$ cat src/rtl/alu_pkg.sv
// alu_pkg
//   Definitions shared by the ALU control decoder, mc_alu and its sub-modules:
//   - 4-bit ALU op-code values
//   - mc_alu FSM state encoding (IDLE / SHIFT / DONE)
package alu_pkg;

  // ALU control op codes, as produced by the ALU control decoder
  localparam logic [3:0] ALU_AND = 4'b0000;
  localparam logic [3:0] ALU_OR  = 4'b0001;
  localparam logic [3:0] ALU_ADD = 4'b0010;
  localparam logic [3:0] ALU_SUB = 4'b0110;
  localparam logic [3:0] ALU_SLT = 4'b0111;
  localparam logic [3:0] ALU_NOR = 4'b1100;
  localparam logic [3:0] ALU_SLL = 4'b1000;
  localparam logic [3:0] ALU_SRL = 4'b1111;

  // mc_alu controller states
  typedef enum logic [1:0] {
    IDLE  = 2'b00,
    SHIFT = 2'b01,
    DONE  = 2'b10
  } alu_state_e;

endpackage

$ cat src/rtl/alu_logic_unit.sv
// alu_logic_unit
//   Purely combinational single-cycle ALU operations.
//   Ports:
//     op     in  4      ALU op code (alu_pkg::ALU_*)
//     a      in  WIDTH  operand A
//     b      in  WIDTH  operand B
//     result out WIDTH  AND/OR/ADD/SUB/SLT/NOR result; 0 for any other code
//   ADD/SUB wrap modulo 2^WIDTH. SLT is a signed compare. Shift codes are
//   not handled here and produce 0; the caller selects the shifter instead.
module alu_logic_unit
  import alu_pkg::*;
#(
  parameter int WIDTH = 32
) (
  input  logic [3:0]       op,
  input  logic [WIDTH-1:0] a,
  input  logic [WIDTH-1:0] b,
  output logic [WIDTH-1:0] result
);

  // Op decode for the one-cycle operations
  always_comb begin
    result = {WIDTH{1'b0}};
    case (op)
      ALU_AND: result = a & b;
      ALU_OR:  result = a | b;
      ALU_ADD: result = a + b;
      ALU_SUB: result = a - b;
      ALU_SLT: result = {{(WIDTH-1){1'b0}}, ($signed(a) < $signed(b))};
      ALU_NOR: result = ~(a | b);
      default: result = {WIDTH{1'b0}};
    endcase
  end

endmodule

$ cat src/rtl/mc_alu.sv
// mc_alu
//   Multi-cycle integer ALU. Logic/arithmetic ops complete in one cycle;
//   SLL/SRL use a one-bit-per-cycle serial shifter (latency 1+shamt).
//   Configuration macro: MC_ALU_BARREL_EN -- when defined, SLL/SRL use a
//   combinational barrel shifter and finish in one cycle; the SHIFT state
//   logic, shift register and counter are then not built.
//   Ports:
//     i_clk         in  1      clock, rising edge
//     i_rst         in  1      synchronous active-high reset
//     i_start       in  1      request pulse, accepted only when o_busy=0
//     i_aluControl  in  4      op code (alu_pkg::ALU_*)
//     i_a           in  WIDTH  operand A
//     i_b           in  WIDTH  operand B / shift source
//     i_shamt       in  SHW    shift amount for SLL/SRL
//     o_result      out WIDTH  registered result, held until next completion
//     o_zero        out 1      registered, o_result==0, updated with o_result
//     o_busy        out 1      high whenever the FSM is not IDLE
//     o_done        out 1      one-cycle completion pulse
module mc_alu
  import alu_pkg::*;
#(
  parameter int WIDTH = 32,
  parameter int SHW   = 5
) (
  input  logic             i_clk,
  input  logic             i_rst,
  input  logic             i_start,
  input  logic [3:0]       i_aluControl,
  input  logic [WIDTH-1:0] i_a,
  input  logic [WIDTH-1:0] i_b,
  input  logic [SHW-1:0]   i_shamt,
  output logic [WIDTH-1:0] o_result,
  output logic             o_zero,
  output logic             o_busy,
  output logic             o_done
);

  alu_state_e       state_r, state_n;
  logic [WIDTH-1:0] result_r, result_n;
  logic             zero_r, zero_n;
  logic             busy_r, done_r;
  logic [WIDTH-1:0] logic_res_s;
  logic             is_shift_s;
  logic             load_s;
  logic [WIDTH-1:0] load_val_s;

`ifndef MC_ALU_BARREL_EN
  localparam logic [SHW-1:0] CNT_ONE = {{(SHW-1){1'b0}}, 1'b1};
  logic [WIDTH-1:0] sh_r, sh_n, sh_step_s;
  logic [SHW-1:0]   cnt_r, cnt_n;
  logic             left_r, left_n;
`else
  logic [WIDTH-1:0] barrel_s;
`endif

  alu_logic_unit #(.WIDTH(WIDTH)) u_logic (
    .op     (i_aluControl),
    .a      (i_a),
    .b      (i_b),
    .result (logic_res_s)
  );

  assign is_shift_s = (i_aluControl == ALU_SLL) || (i_aluControl == ALU_SRL);

`ifndef MC_ALU_BARREL_EN
  // One-bit shift step of the serial shifter, logical with zero fill
  always_comb begin
    if (left_r) begin
      sh_step_s = {sh_r[WIDTH-2:0], 1'b0};
    end else begin
      sh_step_s = {1'b0, sh_r[WIDTH-1:1]};
    end
  end
`else
  // Single-cycle barrel shift of operand B
  always_comb begin
    if (i_aluControl == ALU_SLL) begin
      barrel_s = i_b << i_shamt;
    end else begin
      barrel_s = i_b >> i_shamt;
    end
  end
`endif

  // Next-state, result-load and shifter control
  always_comb begin
    state_n    = state_r;
    load_s     = 1'b0;
    load_val_s = {WIDTH{1'b0}};
`ifndef MC_ALU_BARREL_EN
    sh_n       = sh_r;
    cnt_n      = cnt_r;
    left_n     = left_r;
`endif
    case (state_r)
      IDLE: begin
        if (i_start) begin
          if (is_shift_s) begin
`ifdef MC_ALU_BARREL_EN
            load_s     = 1'b1;
            load_val_s = barrel_s;
            state_n    = DONE;
`else
            if (i_shamt == {SHW{1'b0}}) begin
              load_s     = 1'b1;
              load_val_s = i_b;
              state_n    = DONE;
            end else begin
              sh_n    = i_b;
              cnt_n   = i_shamt;
              left_n  = (i_aluControl == ALU_SLL);
              state_n = SHIFT;
            end
`endif
          end else begin
            load_s     = 1'b1;
            load_val_s = logic_res_s;
            state_n    = DONE;
          end
        end else begin
          state_n = IDLE;
        end
      end
`ifndef MC_ALU_BARREL_EN
      SHIFT: begin
        sh_n  = sh_step_s;
        cnt_n = cnt_r - CNT_ONE;
        // The counter holds the number of shifts still to do, so the
        // final shift happens while it reads one.
        if (cnt_r == CNT_ONE) begin
          load_s     = 1'b1;
          load_val_s = sh_step_s;
          state_n    = DONE;
        end else begin
          state_n = SHIFT;
        end
      end
`endif
      DONE: begin
        state_n = IDLE;
      end
      default: begin
        state_n = IDLE;
      end
    endcase
  end

  // Result and zero flag move together and only when a result is loaded
  always_comb begin
    if (load_s) begin
      result_n = load_val_s;
      zero_n   = (load_val_s == {WIDTH{1'b0}});
    end else begin
      result_n = result_r;
      zero_n   = zero_r;
    end
  end

  // State and output registers; busy/done are registered from the next state
  always_ff @(posedge i_clk) begin
    if (i_rst) begin
      state_r  <= IDLE;
      result_r <= {WIDTH{1'b0}};
      zero_r   <= 1'b0;
      busy_r   <= 1'b0;
      done_r   <= 1'b0;
    end else begin
      state_r  <= state_n;
      result_r <= result_n;
      zero_r   <= zero_n;
      busy_r   <= (state_n != IDLE);
      done_r   <= (state_n == DONE);
    end
  end

`ifndef MC_ALU_BARREL_EN
  // Serial shifter datapath registers
  always_ff @(posedge i_clk) begin
    if (i_rst) begin
      sh_r   <= {WIDTH{1'b0}};
      cnt_r  <= {SHW{1'b0}};
      left_r <= 1'b0;
    end else begin
      sh_r   <= sh_n;
      cnt_r  <= cnt_n;
      left_r <= left_n;
    end
  end
`endif

  assign o_result = result_r;
  assign o_zero   = zero_r;
  assign o_busy   = busy_r;
  assign o_done   = done_r;

endmodule
$ cat config.mk
export PLATFORM = sky130hd
export DESIGN_NAME = mc_alu
export DESIGN_NICKNAME = d
export VERILOG_FILES = /design/src/rtl/alu_pkg.sv /design/src/rtl/alu_logic_unit.sv /design/src/rtl/mc_alu.sv
export SDC_FILE = /design/constraint.sdc
export NUM_CORES = 1
export LEC_CHECK = 0
export ABC_AREA = 1
export BUFFER_PORTS_ARGS = -buffer_cell sky130_fd_sc_hd__buf_2
export CAP_MARGIN = 20
export CORE_MARGIN = 2
export CORE_UTILIZATION = 42
export CTS_CLUSTER_SIZE = 16
export DETAILED_ROUTE_END_ITERATION = 6
export GPL_TIMING_DRIVEN = 0
export SYNTH_ARGS = -nofsm -noshare
export SYNTH_HDL_FRONTEND = slang
export SYNTH_SLANG_ARGS = --single-unit
export TNS_END_PERCENT = 100
$ cat constraint.sdc
create_clock -name i_clk -period 4.45 [get_ports i_clk]
set_input_delay 0.89 -clock i_clk [delete_from_list [all_inputs] [get_ports i_clk]]
set_output_delay 0.89 -clock i_clk [all_outputs]
set_load 0.01 [all_outputs]
# Yosys cells after proc, flatten, opt, wreduce, memory -nomap -nowiden
# Index checks and enable logic that the tools add are counted.
# W data, S select, Z words.
# totals
word_cells	63
ff_bits	75
output_inout_bits	35
in_bits	76
# classes
n_eq_ne	13
bitwise	4
mux	25
n_reduce_logical	9
order_cmp	1
addsub	3
# ops
operator	n
$mux W32	8
$pmux W32 S6	1
$pmux W32 S2	2
$add A32 B32 Y32	1
$and A32 B32 Y32	1
$logic_not A32 Y1	1
$lt A32 B32 Y1	1
$not A32 Y32	1
$or A32 B32 Y32	1
$sub A32 B32 Y32	1
$mux W5	3
$eq A4 B4 Y1 const B	3
$pmux W5 S2	1
$eq A4 B3 Y1 const B	2
$mux W2	4
$reduce_and A4 Y1	2
$ne A2 B2 Y1 const B	3
$eq A5 B1 Y1 const B	1
$logic_not A5 Y1	1
$sub A5 B1 Y5 const B	1
$eq A4 B1 Y1 const B	1
$eq A4 B2 Y1 const B	1
$logic_not A4 Y1	1
$mux W1	4
other kinds (8)	9

# Depth between registers and ports, before layout
# Gate-level depths: netlist (run 1).
# logic_depth
ltp_word	7
depth_mapped	24
ltp_nobuf	23

# By module
# Synthesis (run 1) repeated with hierarchy kept, for this count alone.
# hier_totals
cells_unflattened	1985
area_unflattened_um2	10941.7
# by_module_without_submodules
module	area_per_inst_um2	seq_area_each_um2	cells_per_inst	n_inst
alu_logic_unit	6452.4	0.0	1282	1
mc_alu	4489.3	1501.4	703	1

# Worst setup path before layout (run 1)
# OpenSTA, ideal clock, no wires.
# synth_timing
path_type	input -> register
startpoint	input port i_a[0]
endpoint	register zero_r, in the netlist o_zero
setup_ns	0.067
path_stages	22
path_buffers	0
required_time_ns	4.383
setup_slack_ns	1.534
t_arrival_ns	2.848
cell_sequence	inv_1 -> ha_1 -> fa_1 -> inv_1 -> nand2_1 -> nand3_1 -> nand2_1 -> nand2_1 -> nand2_1 -> nand2_1 -> nand2_1 -> nand2_1 -> nand2_1 -> nand3_1 -> nand3_1 -> nand2_1 -> nand2_1 -> nor2_1 -> nand2_1 -> nor2_1 -> nand3_1 -> a21oi_2
# synth_via
elab_chain_cells	7
word_cells_on_any_way	11
cone_classes	add/sub: 2; order compare: 1; mux: 4; bitwise: 3; reduce/logical: 1
# synth_rtl
element	line_no	rtl
start: declaration	mc_alu.sv:29	input logic [WIDTH-1:0] i_a,
parallel branches: the longest is 2 deep, another holds $sub A32 B32 Y32	-	
$pmux W32 S6 (*)	alu_logic_unit.sv:24	case (op)
$mux W32 (*)	mc_alu.sv:98	if (is_shift_s) begin
$mux W32 (*)	mc_alu.sv:97	if (i_start) begin
$pmux W32 S2 (*)	mc_alu.sv:95	case (state_r)
$logic_not A32 Y1 (*)	mc_alu.sv:152	zero_n = (load_val_s == {WIDTH{1'b0}});
end signal: assignment	mc_alu.sv:170	zero_r <= zero_n;
end: declaration	mc_alu.sv:40	logic zero_r, zero_n;
# Mark *: on every way between the ends.
# A chain may end at the register's enable or synchronous reset.

# Worst setup path in the final report (run 1)
# layout_timing
startpoint	input port i_b[0]
endpoint	register zero_r, in the netlist o_zero
# layout_via
elab_chain_cells	7
word_cells_on_any_way	12
cone_classes	add/sub: 2; order compare: 1; mux: 5; bitwise: 3; reduce/logical: 1
# layout_rtl
element	line_no	rtl
start: declaration	mc_alu.sv:30	input logic [WIDTH-1:0] i_b,
parallel branches: the longest is 3 deep, another holds $sub A32 B32 Y32	-	
$mux W32 (*)	mc_alu.sv:98	
$mux W32 (*)	mc_alu.sv:97	
$pmux W32 S2 (*)	mc_alu.sv:95	
$logic_not A32 Y1 (*)	mc_alu.sv:152	
# Marked as above.

==> results of run 1 <==
==> power groups by stage <==
stage	combinational, mW	clock [mW]	sequential, mW
after global routing	1.31	0.751	0.742
after global placement	1.14	0	0.751
after floorplan	0.758	0	0.757
final	1.17	0.715	0.738
after detailed placement	1.15	0	0.752
after CTS	1.16	0.713	0.737
==> registers in the layout (all words and copies together), names as in the netlist <==
| register | count |
|---|---|
| o_done | 1 |
| cnt_r | 5 |
| sh_r | 32 |
| o_busy | 1 |
| state_r | 2 |
| left_r | 1 |
| o_zero | 1 |
| o_result | 32 |
==> area by class of cell <==
| cell class | instances | area (sq um) |
|---|---|---|
| Tap cell | 335 | 419.2 |
| Clock inverter | 6 | 48.80 |
| Timing Repair Buffer | 110 | 550.5 |
| Fill cell | 2972 | 13650 |
| Clock buffer | 10 | 239.0 |
| Inverter | 390 | 1464 |
| Antenna cell | 1 | 2.502 |
| Multi-Input combinational cell | 1465 | 7644 |
| Buffer | 85 | 467.9 |
| Sequential cell | 75 | 1501 |
==> cell usage after synthesis <==
library cell	number
nand2_1	621
inv_1	373
nor2_1	182
nand3_1	157
a21oi_1	116
ha_1	110
o21ai_0	91
dfxtp_1	75
nand4_1	55
buf_2	35
clkbuf_1	27
a31oi_1	26
inv_2	15
buf_4	13
a221oi_1	12
a221oi_2	12
nor3_1	12
nor2_2	11
buf_6	7
o21ai_1	7
or2_1	7
a21oi_2	5
o21bai_1	5
nand2_2	4
nor2_4	4
a211oi_1	3
and2_1	3
clkbuf_2	3
nand2_4	3
nand3_2	3
a211oi_2	2
clkinv_1	2
fa_1	2
nor3_2	2
o211ai_1	2
a32oi_1	1
and3_1	1
nand3_4	1
nor3b_2	1
nor4_1	1
o2111a_1	1
or2_0	1
or2_2	1
==> how the worst max path moves through the flow <==
stage / from / endpoint / slack [ns] / depth (start not counted)
4_1_cts: i_b[0] / o_zero / 0.77 / 21
5_1_grt: i_b[0] / o_zero / 0.47 / 21
6_report: i_b[0] / o_zero / 0.77 / 21
3_5_place_dp: i_b[0] / o_zero / 0.44 / 21
2_1_floorplan: i_a[0] / o_zero / 1.53 / 22
3_3_place_gp: i_b[0] / o_zero / 0.48 / 21
==> routing by layer <==
metal	up-vias	part of all wire, %
met3	100	6.4
met5	-	0
met1	5974	45
met4	0	4.8
met2	525	44
li1	6572	-
==> cell families after synthesis <==
kind of cell | Yosys count
flip-flops | 75
buffers and inverters | 475
AND/OR/NAND/NOR | 1070
adder cells (fa/ha/maj) | 112
AO/OA/AOI/OAI | 283
==> through the flow <==
| stage | hold WS [ns] | total power, mW | setup slack (ns) | util (%) | instances |
|---|---|---|---|---|---|
| 5_1_grt | 0.5069 | 2.799 | 0.4705 | 47.48 | 2477 |
| 2_1_floorplan | 0.4445 | 1.515 | 1.534 | - | 2015 |
| 3_3_place_gp | 0.4560 | 1.891 | 0.4808 | 46.36 | 2460 |
| 4_1_cts | 0.4714 | 2.605 | 0.7724 | 47.47 | 2476 |
| 3_5_place_dp | 0.4617 | 1.902 | 0.4355 | 46.36 | 2460 |
| 6_report | 0.4651 | 2.623 | 0.7727 | 47.48 | 2477 |
==> worst reg2reg max path, cell delays in order, from the launching register on <==
cell      delay, ns
dfxtp_1        0.44
buf_2          0.29
clkbuf_1       0.46
a21oi_1        0.13
o21ai_0        0.13
nor2_1         0.06
a21oi_1        0.26
nand2_1        0.09
nor2_1         0.11
nand2_1        0.09
nor2_1         0.15
nand3_1        0.10
a21oi_2        0.11
==> impl_metrics.json, run 1 <==
{
  "status": "complete, no violations",
  "core_area_sq_um": 25980,
  "row_count": 59,
  "r2r_cells": 12,
  "final_cell_mix": "nand2_1, inv_1, nor2_1, nand3_1, buf_2",
  "cp_cell_sequence": "buf_2 -> ha_1 -> inv_1 -> fa_1 -> inv_1 -> nand2_1 -> nand2_1 -> nand3_1 -> nand2_1 -> nand2_1 -> nand2_1 -> nand2_1 -> nand3_1 -> nand4_1 -> a21oi_1 -> nand2_1 -> nor2_1 -> nand2_1 -> nor2_1 -> nand3_1 -> a21oi_2",
  "cts_sinks": 75,
  "min_to": "o_result[21]",
  "remaining_drc_errors": 0,
  "initial_core_util_pct": 42.63,
  "fin_setup_tns_ns": 0,
  "post_cts_buffers": 0,
  "layout_min_cycle_time_ns": 3.677,
  "vias_per_cell": 5.317,
  "yosysSeqAreaShare_pct": 13.55,
  "rsz0062_at_grt": "no",
  "leakage_nw": 7.075,
  "design_area_sq_um": 12340,
  "grt_overflow": 0,
  "wl_per_cell_microns": 18.17,
  "hold_depth": 2,
  "max_freq_ghz": 0.2719,
  "finalMaxSlewViolations": 0,
  "ant_nets": 0,
  "clockBufferDepth": 2,
  "ys_types": 43,
  "grt.met3_usage_pct": 3.241,
  "hold_viol_final": 0,
  "place_congestion": 1.023,
  "die_w_microns": 166.4,
  "grt_usage_pct": 31.95,
  "worstHoldStart": "o_result[21]",
  "maxCapViolCount": 0,
  "antenna_found_initial": 1,
  "ys_ff_latch": 75,
  "synth-compound-area-share_pct": 15.19,
  "synth_area_leaders": "nand2_1, dfxtp_1, inv_1",
  "cts-root-buf": "clkbuf_16",
  "yosys_warnings": 0,
  "drive_gt1_share_pct": 11.58,
  "r2r_start": "left_r",
  "switching_share_pct": 43.93,
  "end_kind": "flip-flop",
  "hp-class": "flip-flop to flip-flop",
  "dr.pass1.iters": 7,
  "setup_violations": 0,
  "path_max_fanout": 5,
  "relSlewSlack_pct": 38.68,
  "grt_pass1_vias": 12340,
  "cts.htree.levels": 3,
  "synth_top_family_by_area": "simple AND/OR/NAND/NOR gates",
  "synthCells": 2015,
  "reg2reg_slack_ns": 1.96,
  "max_stage_delay_ns": 0.41,
  "yosys.area_share.adder_pct": 12.79,
  "dpl_cell_area_sq_um": 12050,
  "cp-start-kind": "primary input",
  "synth.top_cell.area_share_pct": 21.04,
  "pwr-share-comb_pct": 44.6,
  "fin_worst_skew_ns": 0.006821,
  "syn-cell-area_sq_um": 11080,
  "met1_usage_pct": 43.24,
  "synth_nets": 2203,
  "final_common_cell": "nand2_1",
  "fin_nets": 2324,
  "first_iter_violations": 1216,
  "crit_top_cell": "nand2_1",
  "place_hpwl_microns": 37830,
  "cts_hold_buf": 0,
  "p_switching_mw": 1.152,
  "cts_buffers": 9,
  "grt_max_degree": 15,
  "wirelength_microns": 45000,
  "r2r-end": "o_zero",
  "grt_util_met2_pct": 51.83,
  "crit_type": "primary input to flip-flop",
  "cp_slowest_cell": "fa_1",
  "power.density_nw_per_um2": 212.7,
  "avgSynthCellArea_sq_um": 5.497,
  "synthXorXnorAreaFrac_pct": 0,
  "synthMuxAreaShare_pct": 0,
  "area_delta_synth_final_pct": 11.37,
  "fp.dieArea_sq_um": 27690,
  "cp.buffers_inverters": 3,
  "via_count": 13171,
  "num_io_pins": 111,
  "arrival_ns": 3.95,
  "yosysTopAreaCell": "nand2_1",
  "grt_first_pass_wirelength_microns": 69190,
  "seq_power_share_pct": 28.1,
  "required_ns": 4.72,
  "vdd.ir_drop.worst_v": 0.0001686,
  "die_h_microns": 166.4,
  "tightest_slew_ns": 0.9164,
  "crit_family": "simple AND/OR/NAND/NOR gates",
  "cts_tree": "built",
  "clkPwrFrac_pct": 27.3,
  "clk_pin_slew_ns": 0.07,
  "clock_latency_ns": 0.33,
  "grt_busiest_layer": "met2",
  "postCtsResizedCells": 0,
  "yosys.area_share.simple_pct": 41.03,
  "numPortBuffers": 110,
  "finalCritPeriodShare_pct": 82.64,
  "p_int_mw": 1.471
}
(Power assumes the default switching activity.)
==> run 2: changes to the inputs <==
Settings changed: ABC_AREA 1 to 0.
Clock period 4.45 ns to 3.2 ns, I/O delays scaled along.
==> run 2 against run 1 <==
The flow now finishes with violations (negative setup slack). Power up 51%. Clock skew down 0.00062 ns. Die area down 8.8%. Critical path type unchanged. Highest routed layer unchanged.
==> impl_metrics.json, run 2 <==
{
  "yosysSeqAreaShare_pct": 14.90,
  "yosys_warnings": 0,
  "grt_usage_pct": 34.22,
  "grt_max_degree": 14,
  "num_io_pins": 111,
  "wirelength_microns": 45680,
  "fin_worst_skew_ns": 0.006203,
  "maxCapViolCount": 0,
  "path_max_fanout": 4,
  "numPortBuffers": 108,
  "required_ns": 3.46,
  "setup_violations": 6,
  "first_iter_violations": 1367,
  "arrival_ns": 3.83,
  "n_antenna_cell": 0,
  "die_h_microns": 158.9,
  "ys_types": 98,
  "antenna_found_initial": 0,
  "core_area_sq_um": 23540,
  "max_freq_ghz": 0.2796,
  "r2r_cells": 9,
  "final_cell_mix": "nand2_1, nor2_1, o21ai_0, a21oi_1, buf_2",
  "nFillCells": 2345,
  "crit_type": "primary input to flip-flop",
  "pwr-share-comb_pct": 49.9,
  "cts-root-buf": "clkbuf_16",
  "worstHoldStart": "o_result[23]",
  "avgSynthCellArea_sq_um": 7.044,
  "min_to": "o_result[23]",
  "ant_nets": 0,
  "rsz0062_at_grt": "yes",
  "layout_min_cycle_time_ns": 3.576,
  "power.density_nw_per_um2": 298.5,
  "synth_area_leaders": "dfxtp_1, ha_1, a21oi_1",
  "status": "finished, violations left",
  "synth_nets": 1619,
  "setup_slack_ns": -0.3762,
  "hp-class": "flip-flop to flip-flop",
  "syn-cell-area_sq_um": 10080,
  "hold_viol_final": 0,
  "row_count": 56,
  "synthCells": 1431,
  "fin_setup_tns_ns": -0.8197,
  "final_common_cell": "nand2_1",
  "vdd.ir_drop.worst_v": 0.0002331,
  "clock_latency_ns": 0.34,
  "switching_share_pct": 41.77,
  "tightest_slew_ns": 0.9418,
  "via_count": 12342,
  "r2r-end": "o_zero",
  "synth_edf_count": 0,
  "yosysTopAreaCell": "dfxtp_1",
  "cts.htree.levels": 3,
  "ys_ff_latch": 75,
  "drive_gt1_share_pct": 28.20,
  "fin_nets": 1800,
  "cp-start-kind": "primary input",
  "clockBufferDepth": 2,
  "place_congestion": 0.9937,
  "end_kind": "flip-flop",
  "leakage_nw": 5.303,
  "p_int_mw": 2.302,
  "yosysMostFrequentCell": "nand2_1",
  "cts_tree": "built",
  "r2r_start": "left_r",
  "p_switching_mw": 1.651,
  "die_w_microns": 158.9,
  "vias_per_cell": 6.375,
  "finalMaxSlewViolations": 0,
  "synth_common_cells": "nand2_1, a21oi_1, o21ai_0, nor2_1, ha_1",
  "hold_depth": 2,
  "synthArstFlopShare_pct": 0,
  "area_delta_synth_final_pct": 31.39,
  "grt_pass1_vias": 11585,
  "cts_hold_buf": 0,
  "finalCritPeriodShare_pct": 111.8,
  "grt_first_pass_wirelength_microns": 67590,
  "cts_buffers": 9,
  "seq_power_share_pct": 25.9,
  "cts_sinks": 75,
  "postLayoutCoreUtil_pct": 56.26,
  "clk_pin_slew_ns": 0.06,
  "grt_overflow": 0,
  "reg2reg_slack_ns": -0.36,
  "initial_core_util_pct": 42.81,
  "dr.pass1.iters": 6,
  "clkPwrFrac_pct": 24.2,
  "violations": "negative setup slack",
  "synth_flop_cell": "dfxtp_1",
  "place_hpwl_microns": 35140,
  "power_mw": 3.954,
  "crit_start": "i_a[0]",
  "relSlewSlack_pct": 36.98,
  "wl_per_cell_microns": 23.60,
  "remaining_drc_errors": 0,
  "fp.dieArea_sq_um": 25250,
  "synth.top_cell.area_share_pct": 14.90
}
## run 2: cell types whose count changed in the layout (fill, tap and decap cells not counted), sizes merged, moves of 37 or more
| cell | change |
|---|---|
| nand2 | -463 |
| inv | -294 |
| nand3 | -141 |
| nor2 | -77 |
| clkbuf | +48 |
| buf | +38 |
| nand4 | -37 |
## run 2: cell families after synthesis
family,after synthesis,synth area share [%]
flip-flops,75,14.90
multiplexers,37,3.860
AO/OA/AOI/OAI,523,35.28
buffers and inverters,207,8.081
AND/OR/NAND/NOR,456,22.01
adder cells (fa/ha/maj),112,14.05
XOR/XNOR,21,1.825
## run 2: routing by layer
metal	GRT usage, %	up-vias	share of wire [%]
li1	-	5593	-
met1	43.81	5818	39
met2	54.49	753	44
met3	4.833	178	8.8
met4	21.12	0	7.3
met5	0	-	0
## run 2: power groups by stage
stage	combinational, mW	sequential (mW)	clock (mW)
5_1_grt	2.08	1.03	1.00
2_1_floorplan	0.982	1.05	0
6_report	1.97	1.02	0.958
3_3_place_gp	1.50	1.04	0
4_1_cts	1.75	1.02	0.959
3_5_place_dp	1.51	1.04	0
## run 2: through the flow
step	std cells	setup slack, ns	hold WS [ns]	area, sq um
4_1_cts	1914	-0.5350	0.4523	12500
2_1_floorplan	1431	-0.1841	0.4559	10170
3_5_place_dp	1858	-1.597	0.4440	11110
3_3_place_gp	1858	-1.572	0.4447	11110
5_1_grt	1936	-0.4122	0.4670	13240
6_report	1936	-0.3762	0.4514	13240
## run 2: how the worst max path moves through the flow
stage | to | slack (ns) | cells after the start
final | o_zero | -0.38 | 17
after global routing | o_zero | -0.41 | 17
after CTS | o_zero | -0.54 | 15
after detailed placement | o_zero | -1.60 | 15
after global placement | o_zero | -1.57 | 15
after floorplan | o_zero | -0.18 | 14
## run 2: layout make-up
type	instances	area, sq um	share of cell area [%]
Tap cell	319	399.1	3.014
Buffer	104	523.0	3.949
Clock buffer	11	242.7	1.833
Multi-Input combinational cell	1149	8910	67.27
Inverter	97	411.6	3.108
Timing Repair Buffer	176	1217	9.192
Clock inverter	5	38.79	0.2929
Sequential cell	75	1501	11.34
## run 2: timing repair
action                                  CTS  global route
endpoints found under the setup margin   52            18
pin swaps                                54            54
buffers inserted                         43            29
gates resized for setup                 195           167
## run 2: critical path, cell delays in order
cell and delay [ns]:
buf_8 0.11, inv_8 0.05, ha_4 0.14, fa_2 0.24
o21bai_4 0.09, a2111oi_4 0.35, and2b_2 0.30, nor2_4 0.18
buf_6 0.12, buf_4 0.10, xnor2_1 0.07, a221oi_2 0.40
o32a_1 0.29, nand2_1 0.10, nor4_2 0.31, nand4_1 0.15
o31ai_2 0.18
